[src/rtl/ecg_measurement_sequencer.sv]
//----------------------------------------------------------------------------
// ecg_measurement_sequencer: session control between ADC, HR converter, display
// Revision: 1.0
//----------------------------------------------------------------------------
`default_nettype none

module ecg_measurement_sequencer #(
  parameter int SAMPLE_DIV     = 1000,
  parameter int TIMEOUT_CYCLES = 65535
) (
  input  logic       clk,
  input  logic       reset,
  input  logic       start,
  input  logic       abort,
  input  logic [7:0] cfg_min_thr,
  input  logic [7:0] cfg_max_thr,
  input  logic [7:0] cfg_max_checks,
  input  logic [7:0] cfg_max_rate,
  output logic       adc_req,
  input  logic       adc_ack,
  input  logic [9:0] adc_data,
  output logic       conv_measuring,
  output logic [9:0] conv_adc,
  output logic [7:0] conv_min_thr,
  output logic [7:0] conv_max_thr,
  output logic [7:0] conv_max_checks,
  output logic [7:0] conv_max_rate,
  input  logic       conv_done,
  input  logic [7:0] conv_count,
  input  logic [7:0] conv_avg,
  input  logic [7:0] conv_ok,
  input  logic [7:0] conv_min_viol,
  input  logic [7:0] conv_max_viol,
  output logic       res_valid,
  input  logic       res_ready,
  output logic [7:0] res_count,
  output logic [7:0] res_avg,
  output logic [7:0] res_ok,
  output logic [7:0] res_min_viol,
  output logic [7:0] res_max_viol,
  output logic [1:0] res_status,
  output logic       busy
);

  localparam int SCNT_W = (SAMPLE_DIV > 2) ? $clog2(SAMPLE_DIV) : 1;
  localparam logic [SCNT_W-1:0] SCNT_RAISE   = SCNT_W'(SAMPLE_DIV - 2);
  localparam logic [15:0]       TIMEOUT_LAST = 16'(TIMEOUT_CYCLES - 1);

  localparam logic [1:0] ST_OK      = 2'b00;
  localparam logic [1:0] ST_TIMEOUT = 2'b01;
  localparam logic [1:0] ST_ABORTED = 2'b10;
  localparam logic [1:0] ST_CFGERR  = 2'b11;

  typedef enum logic [2:0] {
    S_IDLE    = 3'd0,
    S_CHECK   = 3'd1,
    S_MEASURE = 3'd2,
    S_LATCH   = 3'd3,
    S_REPORT  = 3'd4
  } state_t;

  state_t            state;
  logic              first_seen;
  logic [SCNT_W-1:0] sample_cnt;
  logic [15:0]       timeout_cnt;
  logic              cfg_error;

  // Validation runs on the latched copy so the inputs may change after start.
  assign cfg_error = (conv_min_thr > conv_max_thr) || (conv_max_checks == 8'd0) ||
                     (conv_max_rate == 8'd0);

  always_ff @(posedge clk) begin
    if (reset) begin
      state           <= S_IDLE;
      first_seen      <= 1'b0;
      sample_cnt      <= '0;
      timeout_cnt     <= 16'd0;
      adc_req         <= 1'b0;
      conv_measuring  <= 1'b0;
      conv_adc        <= 10'd0;
      conv_min_thr    <= 8'd0;
      conv_max_thr    <= 8'd0;
      conv_max_checks <= 8'd0;
      conv_max_rate   <= 8'd0;
      res_valid       <= 1'b0;
      res_count       <= 8'd0;
      res_avg         <= 8'd0;
      res_ok          <= 8'd0;
      res_min_viol    <= 8'd0;
      res_max_viol    <= 8'd0;
      res_status      <= 2'b00;
      busy            <= 1'b0;
    end else begin
      case (state)
        S_IDLE: begin
          if (start && !abort) begin
            conv_min_thr    <= cfg_min_thr;
            conv_max_thr    <= cfg_max_thr;
            conv_max_checks <= cfg_max_checks;
            conv_max_rate   <= cfg_max_rate;
            busy            <= 1'b1;
            state           <= S_CHECK;
          end
        end

        S_CHECK: begin
          if (cfg_error) begin
            {res_count, res_avg, res_ok, res_min_viol, res_max_viol} <= 40'd0;
            res_status <= ST_CFGERR;
            res_valid  <= 1'b1;
            state      <= S_REPORT;
          end else begin
            conv_measuring <= 1'b1;
            adc_req        <= 1'b1;
            conv_adc       <= 10'd0;
            first_seen     <= 1'b0;
            sample_cnt     <= '0;
            timeout_cnt    <= 16'd0;
            state          <= S_MEASURE;
          end
        end

        S_MEASURE: begin
          if (timeout_cnt != 16'hFFFF) begin
            timeout_cnt <= timeout_cnt + 16'd1;
          end
          if (adc_req) begin
            if (adc_ack) begin
              conv_adc   <= adc_data;
              first_seen <= 1'b1;
              sample_cnt <= '0;
              adc_req    <= 1'b0;
            end
          end else begin
            // Request is registered, so it is raised one count early to land
            // exactly SAMPLE_DIV cycles after the capture.
            sample_cnt <= sample_cnt + SCNT_W'(1);
            if (sample_cnt == SCNT_RAISE) begin
              adc_req <= 1'b1;
            end
          end

          if (abort) begin
            {res_count, res_avg, res_ok, res_min_viol, res_max_viol} <= 40'd0;
            res_status     <= ST_ABORTED;
            res_valid      <= 1'b1;
            conv_measuring <= 1'b0;
            adc_req        <= 1'b0;
            state          <= S_REPORT;
          end else if (conv_done && first_seen) begin
            adc_req <= 1'b0;
            state   <= S_LATCH;
          end else if (timeout_cnt == TIMEOUT_LAST) begin
            {res_count, res_avg, res_ok, res_min_viol, res_max_viol} <=
              {conv_count, conv_avg, conv_ok, conv_min_viol, conv_max_viol};
            res_status     <= ST_TIMEOUT;
            res_valid      <= 1'b1;
            conv_measuring <= 1'b0;
            adc_req        <= 1'b0;
            state          <= S_REPORT;
          end
        end

        S_LATCH: begin
          if (abort) begin
            {res_count, res_avg, res_ok, res_min_viol, res_max_viol} <= 40'd0;
            res_status <= ST_ABORTED;
          end else begin
            {res_count, res_avg, res_ok, res_min_viol, res_max_viol} <=
              {conv_count, conv_avg, conv_ok, conv_min_viol, conv_max_viol};
            res_status <= ST_OK;
          end
          res_valid      <= 1'b1;
          conv_measuring <= 1'b0;
          state          <= S_REPORT;
        end

        S_REPORT: begin
          if (res_ready) begin
            res_valid <= 1'b0;
            busy      <= 1'b0;
            state     <= S_IDLE;
          end
        end

        default: state <= S_IDLE;
      endcase
    end
  end

endmodule

`default_nettype wire

[config.mk]
export PLATFORM = sky130hd
export DESIGN_NAME = ecg_measurement_sequencer
export DESIGN_NICKNAME = d
export VERILOG_FILES = /design/src/rtl/ecg_measurement_sequencer.sv
export SDC_FILE = /design/constraint.sdc
export NUM_CORES = 1
export LEC_CHECK = 0
export ABC_AREA = 1
export BUFFER_PORTS_ARGS = -buffer_cell sky130_fd_sc_hd__buf_2
export CAP_MARGIN = 5
export CORE_MARGIN = 4
export CORE_UTILIZATION = 40
export CTS_BUF_LIST = sky130_fd_sc_hd__clkbuf_4
export DETAILED_ROUTE_END_ITERATION = 10
export GPL_ROUTABILITY_DRIVEN = 0
export PLACE_DENSITY_LB_ADDON = 0.08
export SLEW_MARGIN = 10
export SYNTH_ARGS = -nofsm -noshare
export SYNTH_HDL_FRONTEND = slang
export SYNTH_SLANG_ARGS = --single-unit
[constraint.sdc]
create_clock -name clk -period 5.67 [get_ports clk]
set_input_delay 0.567 -clock clk [delete_from_list [all_inputs] [get_ports clk]]
set_output_delay 0.567 -clock clk [all_outputs]
set_load 0.02 [all_outputs]
==> results of run 1 <==
[flip-flops by register name (all words and copies together) (netlist names)]
register	count
adc_req	1
busy	1
conv_adc	10
conv_max_checks	8
conv_max_rate	8
conv_max_thr	8
conv_measuring	1
conv_min_thr	8
first_seen	1
res_avg	8
res_count	8
res_max_viol	8
res_min_viol	8
res_ok	8
res_status	2
res_valid	1
sample_cnt	10
state	3
timeout_cnt	16
[routing by layer]
layer / up-vias / routed length [um] / track usage
li1: 3010 / - / -
met1: 2486 / 7150 / 0.245
met2: 124 / 6730 / 0.283
met3: 17 / 1030 / 0.0673
met4: 0 / 195 / 0.0568
met5: - / 0 / 0
[power breakdown]
group	total (mW)	internal [mW]	switching, mW
sequential	1.16	1.03	0.121
clock	0.532	0.209	0.323
combinational	1.39	0.454	0.937
[layout by cell type, fill, tap and decap left out, types with 2 or more instances in the layout]
| master | count |
|---|---|
| a21oi_1 | 51 |
| buf_2 | 176 |
| buf_4 | 4 |
| clkbuf_4 | 17 |
| clkinv_1 | 4 |
| clkinv_2 | 3 |
| clkinvlp_4 | 6 |
| dfxtp_1 | 118 |
| ha_1 | 12 |
| inv_1 | 91 |
| inv_2 | 2 |
| nand2_1 | 231 |
| nand2_2 | 2 |
| nand2_4 | 2 |
| nand3_1 | 82 |
| nand4_1 | 13 |
| nor2_1 | 137 |
| nor2_2 | 4 |
| nor3_1 | 4 |
| o211ai_1 | 2 |
| o21ai_0 | 37 |
| o21bai_1 | 3 |
| o31ai_1 | 2 |
| or2_2 | 5 |
| xor2_1 | 5 |
[area by class of cell]
cell class                      instances  area [sq um]  share of cell area
Multi-Input combinational cell        605          2800               0.407
Tap cell                              180           225              0.0327
Inverter                               93           349              0.0507
Timing Repair Buffer                  180           911               0.132
Clock buffer                           17           128              0.0185
Clock inverter                         15           114              0.0165
Sequential cell                       118          2360               0.343
[final timing paths]
check	start	end	slack, ns	cells after the start
max	conv_min_thr[7]$_SDFFE_PP0P_	res_status[1]$_SDFFE_PP0P_	3.15	12
min	cfg_max_checks[3]	conv_max_checks[3]$_SDFFE_PP0P_	0.29	3
max reg2reg	conv_min_thr[7]$_SDFFE_PP0P_	res_status[1]$_SDFFE_PP0P_	3.15	12
min reg2reg	res_valid$_SDFFE_PP0P_	res_valid$_SDFFE_PP0P_	0.45	2
[cell families after synthesis]
| group | after synthesis | share of synthesized area |
|---|---|---|
| adders and majority gates | 12 | 0.0264 |
| and+or+nand+nor | 488 | 0.361 |
| xor gates and xnor gates | 5 | 0.00770 |
| buffers and inverters | 135 | 0.0933 |
| DFF | 118 | 0.415 |
| AOI/OAI and AO/OA | 100 | 0.0959 |
[synthesized netlist by cell type]
library cell and count:
o21ai_0 37, or2_1 1, nor3_2 1, buf_4 1, xor2_1 5, nand3_1 83
dfxtp_1 118, nand2_2 2, a31o_2 1, nor3_1 4, o21ai_2 1, o211ai_1 2
buf_6 1, nand4_1 13, a21oi_1 51, nand2_4 2, nor2_4 1, inv_1 91
buf_2 10, o21bai_1 3, a21boi_4 1, nor2_8 1, buf_1 3, nor3b_1 1
o31ai_1 2, or2_2 5, inv_2 2, clkbuf_1 27, nor2_2 3, o21a_2 1
nand3b_1 1, a21o_1 1, and2_1 1, nand2_1 231, ha_1 12, nor2_1 138
[stage by stage]
| stage | instances | instance area (sq um) | setup WS [ns] |
|---|---|---|---|
| 2_1_floorplan | 858 | 5690 | 3.60 |
| 3_3_place_gp | 1176 | 6650 | 3.07 |
| 3_5_place_dp | 1176 | 6650 | 3.07 |
| 4_1_cts | 1208 | 6890 | 3.12 |
| 5_1_grt | 1208 | 6890 | 2.89 |
| 6_report | 1208 | 6890 | 3.15 |
[worst reg2reg max path, stage by stage (launching register included)]
cell and delay (ns):
dfxtp_1 0.37, ha_1 0.31, nand2_1 0.08, nor2_1 0.14, nand2_1 0.07, nand2_1 0.05, nand2_1 0.07, nand3_2 0.06
buf_4 0.50, nand2_4 0.46, nand2_1 0.19, nand2_1 0.06, nor2_1 0.11
==> results.cfg, run 1 <==
[worst_setup_path]
crit_slowest_cell = buf_4
crit_family = simple AND/OR/NAND/NOR gates
crit_type = reg -> reg
critPathLaunchType = flip-flop
path_common_cell = nand2_1
crit_path_max_incr_delay_ns = 0.50
cp_data_required_time_ns = 6.13
crit_chain = ha_1 > nand2_1 > nor2_1 > nand2_1 > nand2_1 > nand2_1 > nand3_2 > buf_4 > nand2_4 > nand2_1 > nand2_1 > nor2_1
end_kind = flip-flop
worst-path-max-fanout = 57
arrival_ns = 2.98
path_buf_inv = 1

[timing]
fin_setup_tns_ns = 0
period_share = 0.444
hold_violations = 0
worstMarginPinSlew_ns = 1.07
fmax_mhz = 397
hold_slack_ns = 0.288
setup_violations = 0
rsz0062_at_grt = false
fin_crit_ns = 2.52
final_max_slew_viol_count = 0
slew_headroom = 0.286
skew_ns = 0.0157

[layout]
drive_above_1_share = 0.225
post-route-util = 0.496
antenna_cells = 0
fillers = 1516
num-nets-final = 1116
area_delta_synth_final_pct = 21.2

[global_routing]
grt_pass1_vias = 5087
antenna_found_initial = 0
grt-ovfl-total = 0
grt_usage = 0.185
grt_max_degree = 83
grt_pass1_wl_um = 24600

[min_path]
hold_path_class = in -> reg

[logic_synthesis]
synthesis.nets = 959
syn_inst = 858
synth_top_area_cell = dfxtp_1
ys_warn_count = 0
synth.avg_cell_area_sq_um = 6.63
synthDistinctLibCells = 36
syn-cell-area_sq_um = 5690
yosysTopAreaCellShare = 0.415
ys_seq_area_frac = 0.415
synth_area_leaders = dfxtp_1, nand2_1, nor2_1, nand3_1, inv_1
synth_seq_cells = 118

[clocking]
postCtsSetupBuffers = 0
cts.sinks = 118
ctsLongestPathBuffers = 2
cts_tree = built
cts_resized = 0
clk-insertion-delay-late_ns = 0.52
hold_buffers = 0
h-tree-depth = 4
cts_inserted_buffers = 17
root_buffer = clkbuf_4
cts.clk_slew.worst_paths_ns = 0.11

[route]
antenna_left = 0
wl_per_cell_um = 12.5
via_per_inst = 4.67
drt-pass1-iter-count = 4
wl_um = 15100
num_vias = 5637
first_iter_violations = 263
drc = 0

[floorplanning]
start_util = 0.410
coreArea_sq_um = 13900
rows = 43
die-area_sq_um = 16200
ios = 177
die_w_um = 127
dieHeight_um = 127

[pwr]
p_leak_nw = 3.24
finalPower_mw = 3.08
worst_ir_drop_vdd_mv = 0.221
power_density_nw_per_um2 = 447

[run_status]
status = complete, no violations

[placement]
dp_hpwl_um = 10300
portBuffers = 176

[flow_run]
drv_cap = 0
Note: power is estimated with default switching activity, not from simulation.
==> inputs of run 2 (changes only) <==
==> constraint.sdc (replaced) <==
create_clock -name clk -period 2.1 [get_ports clk]
set_input_delay 0.21 -clock clk [delete_from_list [all_inputs] [get_ports clk]]
set_output_delay 0.21 -clock clk [all_outputs]
set_load 0.02 [all_outputs]
==> results.cfg, run 2 (synthesized netlist as in run 1, its figures left out) <==
[pwr]
power_density_nw_per_um2 = 1090
worst_ir_drop_vdd_mv = 0.663
p_leak_nw = 3.69
clock_power_share = 0.148
finalPower_mw = 8.59
p_switching_mw = 3.77
pwr-share-seq = 0.365
switching_share = 0.439
combPwrFrac = 0.487
power.internal_mw = 4.82

[layout]
drive_above_1_share = 0.223
largest_reg_flops = 16
num-nets-final = 1213
area_delta_synth_final_pct = 38.3
seq_area_sq_um = 2360
top_regs = timeout_cnt x16, conv_adc x10, sample_cnt x10
multiInputGateArea_sq_um = 2830
final_common_cell = nand2_1
fillers = 1360
post-route-util = 0.567
final_cell_mix = nand2_1, buf_2, nor2_1
top_register = timeout_cnt
antenna_cells = 0

[worst_setup_path]
crit_path_max_incr_delay_ns = 0.34
arrival_ns = 2.24
critPathLaunchType = flip-flop
crit_type = reg -> reg
path_common_cell = nand2_1
worst-path-max-fanout = 54
crit_slowest_cell = dfxtp_1
crit_chain = inv_1 > ha_1 > nand2_1 > inv_1 > nand2_1 > nand2_1 > nand2_1 > nand2_1 > nand2_1 > nand3_4 > buf_12 > nand3_1 > nand2_1 > nor2_1
end_kind = flip-flop
cp_data_required_time_ns = 2.50

[flow_run]
drv_cap = 0

[route]
wl_um = 16400
drt-pass1-iter-count = 6
first_iter_violations = 335
via_per_inst = 4.71
num_vias = 6127
antenna_left = 0
drc = 0
wl_per_cell_um = 12.6

[timing]
fin_setup_tns_ns = 0
hold_violations = 0
final_max_slew_viol_count = 0
worstMarginPinSlew_ns = 0.399
fmax_mhz = 543
rsz0062_at_grt = true
period_share = 0.878
setup_violations = 0
fin_crit_ns = 1.84
slew_headroom = 0.734
skew_ns = 0.0121

[clocking]
h-tree-depth = 4
cts_inserted_buffers = 17
cts.clk_slew.worst_paths_ns = 0.10
cts.sinks = 118
postCtsSetupBuffers = 0
clk-insertion-delay-late_ns = 0.52
cts_tree = built
root_buffer = clkbuf_4
ctsLongestPathBuffers = 2

[run_status]
status = complete, no violations

[floorplanning]
die_w_um = 127
coreArea_sq_um = 13900
die-area_sq_um = 16200
ios = 177
rows = 43
dieHeight_um = 127
start_util = 0.410

[placement]
dp_hpwl_um = 10800
portBuffers = 176

[global_routing]
grt_max_degree = 82
grt-ovfl-total = 0
grt_pass1_wl_um = 27600
grt_pass1_vias = 5885
antenna_found_initial = 1
grt_usage = 0.207

[min_path]
hold_path_class = in -> reg
[run 2: worst paths after layout]
path                            cells past startpoint                      endpoint  slack (ns)                          from
worst min-delay path                                5  res_max_viol[0]$_SDFFE_PP0P_        0.03              conv_max_viol[0]
worst max register to register                     14       res_avg[1]$_SDFFE_PP0P_        0.26  conv_max_thr[3]$_SDFFE_PP0P_
worst max-delay path                               14       res_avg[1]$_SDFFE_PP0P_        0.26  conv_max_thr[3]$_SDFFE_PP0P_
worst min register to register                      2        res_valid$_SDFFE_PP0P_        0.45        res_valid$_SDFFE_PP0P_
[run 2: worst max-delay path, delay by kind of cell, from the launching register on]
kind | cells | cell delay [ns]
adder cells (fa/ha/maj) | 1 | 0.29
buffers and inverters | 3 | 0.37
flip-flops | 1 | 0.34
AND/OR/NAND/NOR | 10 | 0.69
[run 2: timing repair]
action                                 in CTS  in global routing
endpoints found under the hold margin      78                  0
setup endpoints to repair                   0                 36
resized for setup                           0                  5
hold buffers                               77                  0
[run 2: per-stage QoR]
step | cell area (sq um) | hold WS [ns] | setup WS, ns | cells
after detailed placement | 6880 | 0.437 | 0.222 | 1196
after floorplan | 5690 | 0.359 | 0.0291 | 858
after global placement | 6880 | 0.438 | 0.236 | 1196
after CTS | 7840 | 0.000825 | 0.201 | 1302
final | 7860 | 0.0306 | 0.257 | 1302
after global routing | 7860 | 0.0118 | -0.00323 | 1302
[run 2: layout make-up]
| type | instances | area share |
|---|---|---|
| Timing Repair Buffer | 277 | 0.242 |
| Clock inverter | 8 | 0.00477 |
| Multi-Input combinational cell | 605 | 0.359 |
| Sequential cell | 118 | 0.300 |
| Clock buffer | 21 | 0.0200 |
| Inverter | 93 | 0.0444 |
| Tap cell | 180 | 0.0286 |
[run 2: power by group through the flow]
stage               sequential [mW]  combinational, mW  clock, mW
finish                         3.14               4.19       1.27
global route                   3.20               4.77       1.43
CTS                            3.13               4.17       1.34
detailed placement             3.17               4.05          0
global placement               3.18               4.05          0
floorplan                      3.79               2.10          0
[run 2: per-layer routing]
metal	vias to the layer above	share of wire	track usage
li1	3199	-	-
met1	2741	0.45	0.256
met2	162	0.48	0.347
met3	23	0.060	0.0543
met4	2	0.016	0.0732
met5	-	0.00079	0
